**src/rtl/ysyx_24100005_lsu_pkg.sv**
```systemverilog
// Shared types and constants for the load/store unit.
// State encoding, RISC-V funct3 width codes and the default WAIT budget.
package ysyx_24100005_lsu_pkg;

    typedef enum logic [1:0] {
        IDLE,
        ISSUE,
        WAIT,
        RESP
    } state_e;

    localparam logic [2:0] LB  = 3'b000;
    localparam logic [2:0] LH  = 3'b001;
    localparam logic [2:0] LW  = 3'b010;
    localparam logic [2:0] LD  = 3'b011;
    localparam logic [2:0] LBU = 3'b100;
    localparam logic [2:0] LHU = 3'b101;
    localparam logic [2:0] LWU = 3'b110;

    localparam logic [2:0] SB = 3'b000;
    localparam logic [2:0] SH = 3'b001;
    localparam logic [2:0] SW = 3'b010;
    localparam logic [2:0] SD = 3'b011;

    localparam int DEFAULT_TIMEOUT = 255;

endpackage

```
**src/rtl/ysyx_24100005_lsu_if.sv**
```systemverilog
// Core request/response and memory bus bundle around the LSU.
// slave is the LSU view, master is the core+memory environment view.
interface ysyx_24100005_lsu_if #(
    parameter int XLEN   = 32,
    parameter int ADDR_W = 32
);
    localparam int MASK_W = XLEN / 8;

    logic              req_valid;
    logic              req_ready;
    logic              req_we;
    logic [2:0]        req_funct3;
    logic [ADDR_W-1:0] req_addr;
    logic [XLEN-1:0]   req_wdata;
    logic              rsp_valid;
    logic [XLEN-1:0]   rsp_rdata;
    logic              rsp_err;
    logic              mem_req_valid;
    logic              mem_req_ready;
    logic              mem_we;
    logic [ADDR_W-1:0] mem_addr;
    logic [XLEN-1:0]   mem_wdata;
    logic [MASK_W-1:0] mem_wmask;
    logic              mem_rsp_valid;
    logic [XLEN-1:0]   mem_rdata;

    modport slave (
        input  req_valid, req_we, req_funct3, req_addr, req_wdata,
        input  mem_req_ready, mem_rsp_valid, mem_rdata,
        output req_ready, rsp_valid, rsp_rdata, rsp_err,
        output mem_req_valid, mem_we, mem_addr, mem_wdata, mem_wmask
    );

    modport master (
        output req_valid, req_we, req_funct3, req_addr, req_wdata,
        output mem_req_ready, mem_rsp_valid, mem_rdata,
        input  req_ready, rsp_valid, rsp_rdata, rsp_err,
        input  mem_req_valid, mem_we, mem_addr, mem_wdata, mem_wmask
    );

endinterface

```
**src/rtl/ysyx_24100005_lsu_align.sv**
```systemverilog
// Byte-lane logic: legality check, store lane placement and
// load extraction with sign/zero extension.
module ysyx_24100005_lsu_align
    import ysyx_24100005_lsu_pkg::*;
#(
    parameter int XLEN = 32,
    localparam int MASK_W = XLEN / 8,
    localparam int OFF_W = $clog2(MASK_W)
) (
    input  logic              we,
    input  logic [2:0]        funct3,
    input  logic [2:0]        lo,
    input  logic [XLEN-1:0]   wdata,
    input  logic [XLEN-1:0]   rdata,
    output logic              fault,
    output logic [XLEN-1:0]   wdata_lane,
    output logic [MASK_W-1:0] wmask,
    output logic [XLEN-1:0]   rdata_ext
);

    logic [OFF_W-1:0] off;
    logic [XLEN-1:0]  sh;
    logic [7:0]       size_mask;
    logic             misal;
    logic             illegal;

    assign off        = lo[OFF_W-1:0];
    assign sh         = rdata >> {off, 3'b000};
    assign wdata_lane = wdata << {off, 3'b000};
    assign wmask      = MASK_W'(size_mask) << off;
    assign fault      = misal | illegal;

    always_comb begin
        size_mask = 8'h01;
        misal     = 1'b0;
        unique case (funct3[1:0])
            2'b00: begin
                size_mask = 8'h01;
                misal     = 1'b0;
            end
            2'b01: begin
                size_mask = 8'h03;
                misal     = lo[0];
            end
            2'b10: begin
                size_mask = 8'h0F;
                misal     = |lo[1:0];
            end
            default: begin
                size_mask = 8'hFF;
                misal     = |lo;
            end
        endcase
    end

    // RV32 has no ld/lwu/sd; funct3=111 is never a memory op
    always_comb begin
        illegal = (funct3 == 3'b111);
        if (we) begin
            illegal = (XLEN == 32) ? (funct3 > SW) : (funct3 > SD);
        end else if (XLEN == 32 && (funct3 == LD || funct3 == LWU)) begin
            illegal = 1'b1;
        end
    end

    always_comb begin
        rdata_ext = sh;
        unique case (funct3)
            LB:      rdata_ext = XLEN'($signed(sh[7:0]));
            LH:      rdata_ext = XLEN'($signed(sh[15:0]));
            LW:      rdata_ext = XLEN'($signed(sh[31:0]));
            LBU:     rdata_ext = XLEN'(sh[7:0]);
            LHU:     rdata_ext = XLEN'(sh[15:0]);
            LWU:     rdata_ext = XLEN'(sh[31:0]);
            default: rdata_ext = sh;
        endcase
    end

endmodule

```
**src/rtl/ysyx_24100005_lsu.sv**
```systemverilog
// Single-outstanding load/store unit: IDLE -> ISSUE -> WAIT -> RESP,
// with faults short-circuiting straight to RESP.
module ysyx_24100005_lsu
    import ysyx_24100005_lsu_pkg::*;
#(
    parameter int XLEN    = 32,
    parameter int ADDR_W  = 32,
    parameter int TIMEOUT = DEFAULT_TIMEOUT,
    localparam int MASK_W = XLEN / 8,
    localparam int OFF_W  = $clog2(MASK_W)
) (
    input logic clk,
    input logic rst,
    ysyx_24100005_lsu_if.slave bus
);

    state_e            state_q, state_d;
    logic [15:0]       cnt_q, cnt_d;
    logic              we_q;
    logic [2:0]        f3_q;
    logic [ADDR_W-1:0] addr_q;
    logic [XLEN-1:0]   wdata_q;
    logic [XLEN-1:0]   rdata_q, rdata_d;
    logic              err_q, err_d;

    logic              idle, issue, accept;
    logic              a_we;
    logic [2:0]        a_f3;
    logic [2:0]        a_lo;
    logic              fault;
    logic [XLEN-1:0]   wlane, rext;
    logic [MASK_W-1:0] wmask;

    assign idle   = (state_q == IDLE);
    assign issue  = (state_q == ISSUE);
    assign accept = idle & bus.req_valid;

    // fault is judged on the live request; lanes use the latched copy
    assign a_we = idle ? bus.req_we : we_q;
    assign a_f3 = idle ? bus.req_funct3 : f3_q;
    assign a_lo = idle ? bus.req_addr[2:0] : addr_q[2:0];

    ysyx_24100005_lsu_align #(.XLEN(XLEN)) u_align (
        .we         (a_we),
        .funct3     (a_f3),
        .lo         (a_lo),
        .wdata      (wdata_q),
        .rdata      (bus.mem_rdata),
        .fault      (fault),
        .wdata_lane (wlane),
        .wmask      (wmask),
        .rdata_ext  (rext)
    );

    always_ff @(posedge clk or posedge rst) begin
        if (rst) begin
            state_q <= IDLE;
            cnt_q   <= '0;
            rdata_q <= '0;
            err_q   <= 1'b0;
        end else begin
            state_q <= state_d;
            cnt_q   <= cnt_d;
            rdata_q <= rdata_d;
            err_q   <= err_d;
        end
    end

    always_ff @(posedge clk or posedge rst) begin
        if (rst) begin
            we_q    <= 1'b0;
            f3_q    <= '0;
            addr_q  <= '0;
            wdata_q <= '0;
        end else if (accept) begin
            we_q    <= bus.req_we;
            f3_q    <= bus.req_funct3;
            addr_q  <= bus.req_addr;
            wdata_q <= bus.req_wdata;
        end
    end

    always_comb begin
        state_d = state_q;
        cnt_d   = cnt_q;
        rdata_d = rdata_q;
        err_d   = err_q;
        unique case (state_q)
            IDLE: begin
                if (bus.req_valid) begin
                    cnt_d = '0;
                    if (fault) begin
                        state_d = RESP;
                        err_d   = 1'b1;
                        rdata_d = '0;
                    end else begin
                        state_d = ISSUE;
                    end
                end
            end
            ISSUE: begin
                if (bus.mem_req_ready) begin
                    state_d = WAIT;
                    cnt_d   = '0;
                end
            end
            WAIT: begin
                if (bus.mem_rsp_valid) begin
                    state_d = RESP;
                    err_d   = 1'b0;
                    rdata_d = we_q ? '0 : rext;
                end else if (cnt_q == 16'(TIMEOUT - 1)) begin
                    state_d = RESP;
                    err_d   = 1'b1;
                    rdata_d = '0;
                end else begin
                    cnt_d = cnt_q + 16'd1;
                end
            end
            RESP:    state_d = IDLE;
            default: state_d = IDLE;
        endcase
    end

    assign bus.req_ready     = idle;
    assign bus.rsp_valid     = (state_q == RESP);
    assign bus.rsp_rdata     = rdata_q;
    assign bus.rsp_err       = err_q;
    assign bus.mem_req_valid = issue;
    assign bus.mem_we        = issue & we_q;
    assign bus.mem_addr      = issue ? {addr_q[ADDR_W-1:OFF_W], {OFF_W{1'b0}}} : '0;
    assign bus.mem_wdata     = (issue & we_q) ? wlane : '0;
    assign bus.mem_wmask     = (issue & we_q) ? wmask : '0;

endmodule

```
**src/flat_wrapper.sv**
```systemverilog
// flat-port wrapper written by rule: the top's interface ports become plain ports
module ysyx_24100005_lsu_flat import ysyx_24100005_lsu_pkg::*;
#(
    parameter int XLEN    = 32,
    parameter int ADDR_W  = 32,
    parameter int TIMEOUT = DEFAULT_TIMEOUT,
    localparam int MASK_W = XLEN / 8,
    localparam int OFF_W  = $clog2(MASK_W)
)
  (clk, rst, bus_req_valid, bus_req_we, bus_req_funct3, bus_req_addr, bus_req_wdata, bus_mem_req_ready, bus_mem_rsp_valid, bus_mem_rdata, bus_req_ready, bus_rsp_valid, bus_rsp_rdata, bus_rsp_err, bus_mem_req_valid, bus_mem_we, bus_mem_addr, bus_mem_wdata, bus_mem_wmask);
  ysyx_24100005_lsu_if #(.XLEN(XLEN), .ADDR_W(ADDR_W)) bus_i ();
  input logic clk;
  input logic rst;
  input wire logic [$bits(bus_i.req_valid)-1:0] bus_req_valid;
  input wire logic [$bits(bus_i.req_we)-1:0] bus_req_we;
  input wire logic [$bits(bus_i.req_funct3)-1:0] bus_req_funct3;
  input wire logic [$bits(bus_i.req_addr)-1:0] bus_req_addr;
  input wire logic [$bits(bus_i.req_wdata)-1:0] bus_req_wdata;
  input wire logic [$bits(bus_i.mem_req_ready)-1:0] bus_mem_req_ready;
  input wire logic [$bits(bus_i.mem_rsp_valid)-1:0] bus_mem_rsp_valid;
  input wire logic [$bits(bus_i.mem_rdata)-1:0] bus_mem_rdata;
  output wire logic [$bits(bus_i.req_ready)-1:0] bus_req_ready;
  output wire logic [$bits(bus_i.rsp_valid)-1:0] bus_rsp_valid;
  output wire logic [$bits(bus_i.rsp_rdata)-1:0] bus_rsp_rdata;
  output wire logic [$bits(bus_i.rsp_err)-1:0] bus_rsp_err;
  output wire logic [$bits(bus_i.mem_req_valid)-1:0] bus_mem_req_valid;
  output wire logic [$bits(bus_i.mem_we)-1:0] bus_mem_we;
  output wire logic [$bits(bus_i.mem_addr)-1:0] bus_mem_addr;
  output wire logic [$bits(bus_i.mem_wdata)-1:0] bus_mem_wdata;
  output wire logic [$bits(bus_i.mem_wmask)-1:0] bus_mem_wmask;
  assign bus_i.req_valid = bus_req_valid;
  assign bus_i.req_we = bus_req_we;
  assign bus_i.req_funct3 = bus_req_funct3;
  assign bus_i.req_addr = bus_req_addr;
  assign bus_i.req_wdata = bus_req_wdata;
  assign bus_i.mem_req_ready = bus_mem_req_ready;
  assign bus_i.mem_rsp_valid = bus_mem_rsp_valid;
  assign bus_i.mem_rdata = bus_mem_rdata;
  assign bus_req_ready = bus_i.req_ready;
  assign bus_rsp_valid = bus_i.rsp_valid;
  assign bus_rsp_rdata = bus_i.rsp_rdata;
  assign bus_rsp_err = bus_i.rsp_err;
  assign bus_mem_req_valid = bus_i.mem_req_valid;
  assign bus_mem_we = bus_i.mem_we;
  assign bus_mem_addr = bus_i.mem_addr;
  assign bus_mem_wdata = bus_i.mem_wdata;
  assign bus_mem_wmask = bus_i.mem_wmask;
  ysyx_24100005_lsu #(.XLEN(XLEN), .ADDR_W(ADDR_W), .TIMEOUT(TIMEOUT)) u_core (.clk(clk), .rst(rst), .bus(bus_i));
endmodule
```
**config.mk**
```make
export PLATFORM = sky130hd
export DESIGN_NAME = ysyx_24100005_lsu_flat
export DESIGN_NICKNAME = d
export VERILOG_FILES = /design/src/rtl/ysyx_24100005_lsu_pkg.sv /design/src/rtl/ysyx_24100005_lsu_if.sv /design/src/rtl/ysyx_24100005_lsu_align.sv /design/src/rtl/ysyx_24100005_lsu.sv /design/src/flat_wrapper.sv
export SDC_FILE = /design/constraint.sdc
export NUM_CORES = 1
export LEC_CHECK = 0
export ABC_AREA = 0
export BUFFER_PORTS_ARGS = -buffer_cell sky130_fd_sc_hd__buf_4
export CAP_MARGIN = 10
export CORE_UTILIZATION = 40
export CTS_CLUSTER_SIZE = 30
export DETAILED_ROUTE_END_ITERATION = 6
export PLACE_DENSITY = 0.76
export RECOVER_POWER = 100
export SETUP_SLACK_MARGIN = 0.5
export SLEW_MARGIN = 5
export SYNTH_ARGS = -nofsm -noshare
export SYNTH_HDL_FRONTEND = slang
export SYNTH_SLANG_ARGS = --single-unit
```
**constraint.sdc**
```tcl
create_clock -name clk -period 11.54 [get_ports clk]
set_clock_uncertainty 0.15 [all_clocks]
set_input_delay 2.308 -clock clk [delete_from_list [all_inputs] [get_ports clk]]
set_output_delay 2.308 -clock clk [all_outputs]
set_load 0.03 [all_outputs]
```
Yosys cells after proc, flatten, opt, wreduce, memory -nomap -nowiden. Index checks and enable logic that the tools add are counted.

Eq/ne operators: 18. Magnitude comparators: 1. Add/subtract/negate cells: 1. Reductions and logical operators: 11. Muxes and demuxes: 33. Shift-type cells: 3. Bitwise logic cells: 3.

Operators with widths (number): $mux 32 (7); $pmux 32 s4 (1); $mux 16 (4); $pmux 32 s2 (1); $pmux 16 s3 (1); $shl 32x5->32 (1); $shr 32x5->32 (1); $add 16x1->16 const B (1); $eq 16x8->1 const B (1); $eq 3x3->1 const B (4); $pmux 4 s3 (1); $mux 2 (5); $ne 2x2->1 const B (5); $pmux 2 s4 (1); $mux 1 (7); $eq 2x2->1 const B (3); $mux 3 (2); $reduce_and 5->1 (1); $eq 2x1->1 const B (2); $logic_not 2->1 (2); $mux 4 (1); $reduce_and 4->1 (1); $shl 4x2->4 (1); $eq 3x1->1 const B (1); 14 further kinds (15).

Register bits after elaboration: 119. Bits of input ports: 105. Word-level logic and storage cells: 78.

Longest topological paths before layout.
Depth in word-level cells: 10. Mapped depth: 11. Depth with buffers taken out: 8.

Hierarchy. A second synthesis with hierarchy kept.

Cell total of the unflattened synthesis: 709. Area total of the unflattened synthesis: 7218.2 µm².

By module, submodules not included: ysyx_24100005_lsu (area an instance 5779.3 µm², times used 1, seq. area each 2977.9 µm², cells each 499); ysyx_24100005_lsu_align (area an instance 1438.9 µm², times used 1, seq. area each 0.0 µm², cells each 210).

Worst setup path after synthesis. OpenSTA, ideal clock, no wires.

Kind: input port to output port. Start: input port bus_req_addr[1]. End: output port bus_mem_wdata[25]. Required time: 9082 ps. Stages: 6. Slack: 4930 ps. Arrival: 4152 ps. Path through: mux2i_1 > buf_2 > buf_2 > buf_2 > mux2i_1 > a211oi_1.

Cells in the longest elaborated chain, start to end: 3.

RTL lines: start, declared (line flat_wrapper.sv:17) `input wire logic [$bits(bus_i.req_addr)-1:0] bus_req_addr;`; $mux 3 (line ysyx_24100005_lsu.sv:41) `assign a_lo = idle ? bus.req_addr[2:0] : addr_q[2:0];`; $shl 32x5->32 (line ysyx_24100005_lsu_align.sv:29) `assign wdata_lane = wdata << {off, 3'b000};`; $mux 32 (line ysyx_24100005_lsu.sv:132) `assign bus.mem_wdata = (issue & we_q) ? wlane : '0;`; end, declared (line flat_wrapper.sv:29) `output wire logic [$bits(bus_i.mem_wdata)-1:0] bus_mem_wdata;`.

Every way passes these cells.

Worst setup path in the final report.
Start: input port bus_req_addr[1]. End: output port bus_mem_wdata[9].

Same word-level chain as after synthesis.

==> summary.txt <==
Run status
  • Outcome: finished, violations left
  • Failing checks: max-capacitance violations, max-slew violations

Global route
  • Vias in the first global route: 5401
  • Grt total ovfl: 0
  • Pin count of the biggest net entering global routing: 82
  • Total Routing Usage GR: a little over a fifth
  • First-pass GRT wire length: 27200 µm
  • Initial antenna violation count: 0

Worst hold path
  • WHS Path Cells: 2
  • HP Class: flop to flop
  • Hold Startpoint: u_core.bus.rsp_rdata[9]
  • WHS Endpoint: u_core.bus.rsp_rdata[9]

Worst setup path
  • Worst path required time: 9.08 ns
  • Critical Path Start Type: input port
  • Crit path max-delay cell type: clkbuf_1
  • Critical path origin: bus_req_addr[1]
  • Worst Reg2Reg Path Length in Cells: 10
  • R2R Setup Slk: 5.34 ns
  • CP endpoint kind: output port
  • CP Max Fanout: 38
  • Reg2reg end: u_core.bus.rsp_rdata[26]
  • Critical path class: input port to output port
  • Most used cell, CP: clkbuf_1
  • Reg-to-reg startpoint: u_core.state_q[0]
  • Worst Path Arrival: 5.82 ns
  • Crit-path max cell delay: 1.74 ns
  • CP Cell Sequence: buf_4 -> mux2i_4 -> clkbuf_1 -> nand2_1 -> a21oi_1 -> clkbuf_1

Pwr
  • Int Power: 1350 µW
  • Leak: 0.00373 µW
  • Sequential share of power: 29.6%
  • Total power: 2400 µW
  • P_sw: around 1000 µW
  • Switching Share: 43.6%
  • Maximum VDD drop: 0.000136 V
  • Power Dens Cells: 292 nW/µm²
  • Clock power share: 20.1%
  • Comb power frac: 50.3%

Drt
  • First-pass detailed-route iteration total: 7
  • DRC viols: 0
  • Via count: 5358
  • DR WL/cell: 16.8 µm
  • Post-DRT Antenna Nets: 0
  • Initial drt markers: 320
  • DR vias/cell: 5.28
  • Routed WL: 17000 µm

Floorplanning
  • Initial core utilization: 41.2%
  • DIE WIDTH: about 130 µm
  • Ports: 210
  • Core Region: 15300 µm²
  • Die area: roughly 16000 µm²
  • # rows: 45
  • Die H: 128 µm

Clock network
  • CTS tree: yes
  • # resized after CTS: 0
  • Post-CTS Setup Repair Bufs: 0
  • Num Clock Sinks: ~120
  • Worst-Skew Late Latency: between 0.4 and 0.5 ns
  • H-tree depth: 4
  • Worst-path clk slew: 0.05 ns
  • Clk buf depth: 2
  • Num CTS Buffers: 17
  • Root Driver: clkbuf_16
  • Cts hold-fix bufs: 0

STA
  • Worst Max-Slew Pin Slew: 4.40 ns
  • Rel. slew slack: -193%
  • Tcrit/Tclk final: a little under three quarters
  • Post-Route Setup TNS: 0 ns
  • Minimum clock period after layout: 8.28 ns
  • # setup viols final: 0
  • Final hold violation count: 0
  • Max Fclk: 121 MHz
  • RSZ-0062 raised after global routing: false
  • Final-report max-slew violation count: ~260

Logic synthesis
  • Post-Synth XOR/XNOR Area: 0.556%
  • Synth Area in Adders: 1.19%
  • Register area share after synthesis: 47.2%
  • Cells after Synth: 600
  • Post-synthesis register bit count: 119
  • Synth cell count leaders: dfrtp_1, mux2_2, nand2_1
  • Synth warnings: 0
  • Most numerous cell in the Yosys netlist: dfrtp_1
  • Mapped Area: 6300 µm²
  • Post-synth top area share: 47.2%
  • Post-synthesis async set-or-reset flop share: 100%
  • Largest area contributor in the netlist: dfrtp_1
  • Avg Cell Area, Syn: 10.5 µm²
  • Largest family of logic cells by synthesized area: multiplexers
  • Synth area leaders: dfrtp_1, mux2_2, mux2i_1
  • Proportion of synthesized area in mux cells: 19.5%
  • Simple-gate share of the synthesized area: between 10% and 20%
  • Compound-Gate Fraction of Synth Area: about an eighth
  • Distinct cells, synth: 51
  • Post-synth EDFFs: 0
  • Top_reg_cell synth: dfrtp_1

Final layout
  • Final Cell Area: 8220 µm²
  • Fin cells: 1015
  • Layout cells sized above 1: 29.0%
  • Layout Nets: 904
  • Ant diodes: 0
  • Layout area overhead: 30.4%

Placement
  • Post-DP HPWL: 11900 µm
  • PortBufs: 207
  • Post-DP Area: roughly 8000 µm²
  • # placed instances: 985
  • GP Congestion: around 0.82

Flow run
  • Max Cap Violations: 7
-- metal layers --
layer	GRT usage [%]	routed length, µm	share of wire, %
met1	26.4	7260	43
met2	35.4	8200	48
met3	6.03	1040	6.1
met4	11.0	495	2.9
met5	0	0	0
-- worst max-delay path by stage --
stage                     depth (start not counted)                 to
after floorplan                                   6  bus_mem_wdata[25]
final                                             6   bus_mem_wdata[9]
after global placement                            6  bus_mem_wdata[18]
after global routing                              6   bus_mem_wdata[9]
after detailed placement                          6  bus_mem_wdata[19]
after CTS                                         6  bus_mem_wdata[19]
-- power by group through the flow --
stage | clock network [µW] | logic, µW | registers, µW
after floorplan | 0 | 840 | 762
after global placement | 0 | 1260 | 709
after detailed placement | 0 | 1280 | 715
after CTS | 493 | 1280 | 709
after global routing | 510 | 1310 | 733
final | 483 | 1210 | 711
-- registers in the layout, summed over array words and instances, names as in the netlist --
signal / count
u_core.f3_q: 3
u_core.we_q: 1
u_core.bus.rsp_rdata: 32
u_core.wdata_q: 32
u_core.addr_q: 32
u_core.cnt_q: 16
u_core.state_q: 2
u_core.bus.rsp_err: 1
-- through the flow --
stage | setup slack, ns | util [%] | hold slack (ns)
2_1_floorplan | 4.93 | - | 0.315
3_3_place_gp | 4.87 | 52.3 | 0.318
3_5_place_dp | 4.82 | 52.3 | 0.328
4_1_cts | 4.82 | 55.8 | 0.340
5_1_grt | 2.95 | 53.7 | 0.351
6_report | 3.26 | 53.7 | 0.332
-- area by class of cell --
| type | count | area [µm²] |
|---|---|---|
| fill | 1492 | 7090 |
| tap | 211 | 264 |
| sequential | 119 | 2980 |
| multi-input combinational | 430 | 3110 |
| clock buffer | 27 | 523 |
| inverter | 13 | 50.0 |
| timing repair buffer | 212 | 1280 |
| clock inverter | 3 | 15.0 |
-- worst max-delay path, delay by kind of cell --
family	cells	cell delay, ns
AND/OR/NAND/NOR	1	0.80
AO/OA/AOI/OAI	1	0.36
buffers and inverters	3	2.21
multiplexers	1	0.13
-- placed cells by master (no fill, tap or decap), types with 2 or more instances in the layout --
master / synthesis / layout
clkinv_2: 0 / 3
and2_1: 31 / 10
a32o_1: 7 / 7
mux2i_4: 0 / 2
a22oi_1: 8 / 8
mux2_2: 77 / 70
nand4_1: 3 / 3
mux2_1: 0 / 7
xnor2_1: 4 / 4
a221o_1: 8 / 8
clkbuf_16: 0 / 17
o211ai_1: 13 / 13
and3b_1: 2 / 2
nor3_1: 6 / 6
dfrtp_1: 119 / 119
nand2b_1: 6 / 6
ha_1: 6 / 6
a21oi_1: 29 / 29
nand2_1: 69 / 69
conb_1: 1 / 2
a41oi_1: 2 / 2
nor3b_1: 3 / 3
nor2_1: 31 / 31
buf_4: 2 / 129
or3_1: 4 / 4
inv_1: 13 / 12
and4_1: 3 / 3
o31ai_1: 2 / 2
clkbuf_8: 0 / 6
and3_1: 12 / 12
nand3_1: 6 / 6
o21ai_0: 32 / 33
clkbuf_1: 19 / 86
nor4_1: 2 / 2
mux2i_1: 36 / 34
a211oi_1: 9 / 9
and2_0: 0 / 21
-- kinds of logic after synthesis --
logic type               count (synthesis)
XOR/XNOR                                 4
AO/OA/AOI/OAI                          119
multiplexers                           113
flip-flops                             119
AND/OR/NAND/NOR                        186
adder cells (fa/ha/maj)                  6
other                                    1
buffers and inverters                   52
Power figures use the tool's default switching activity.
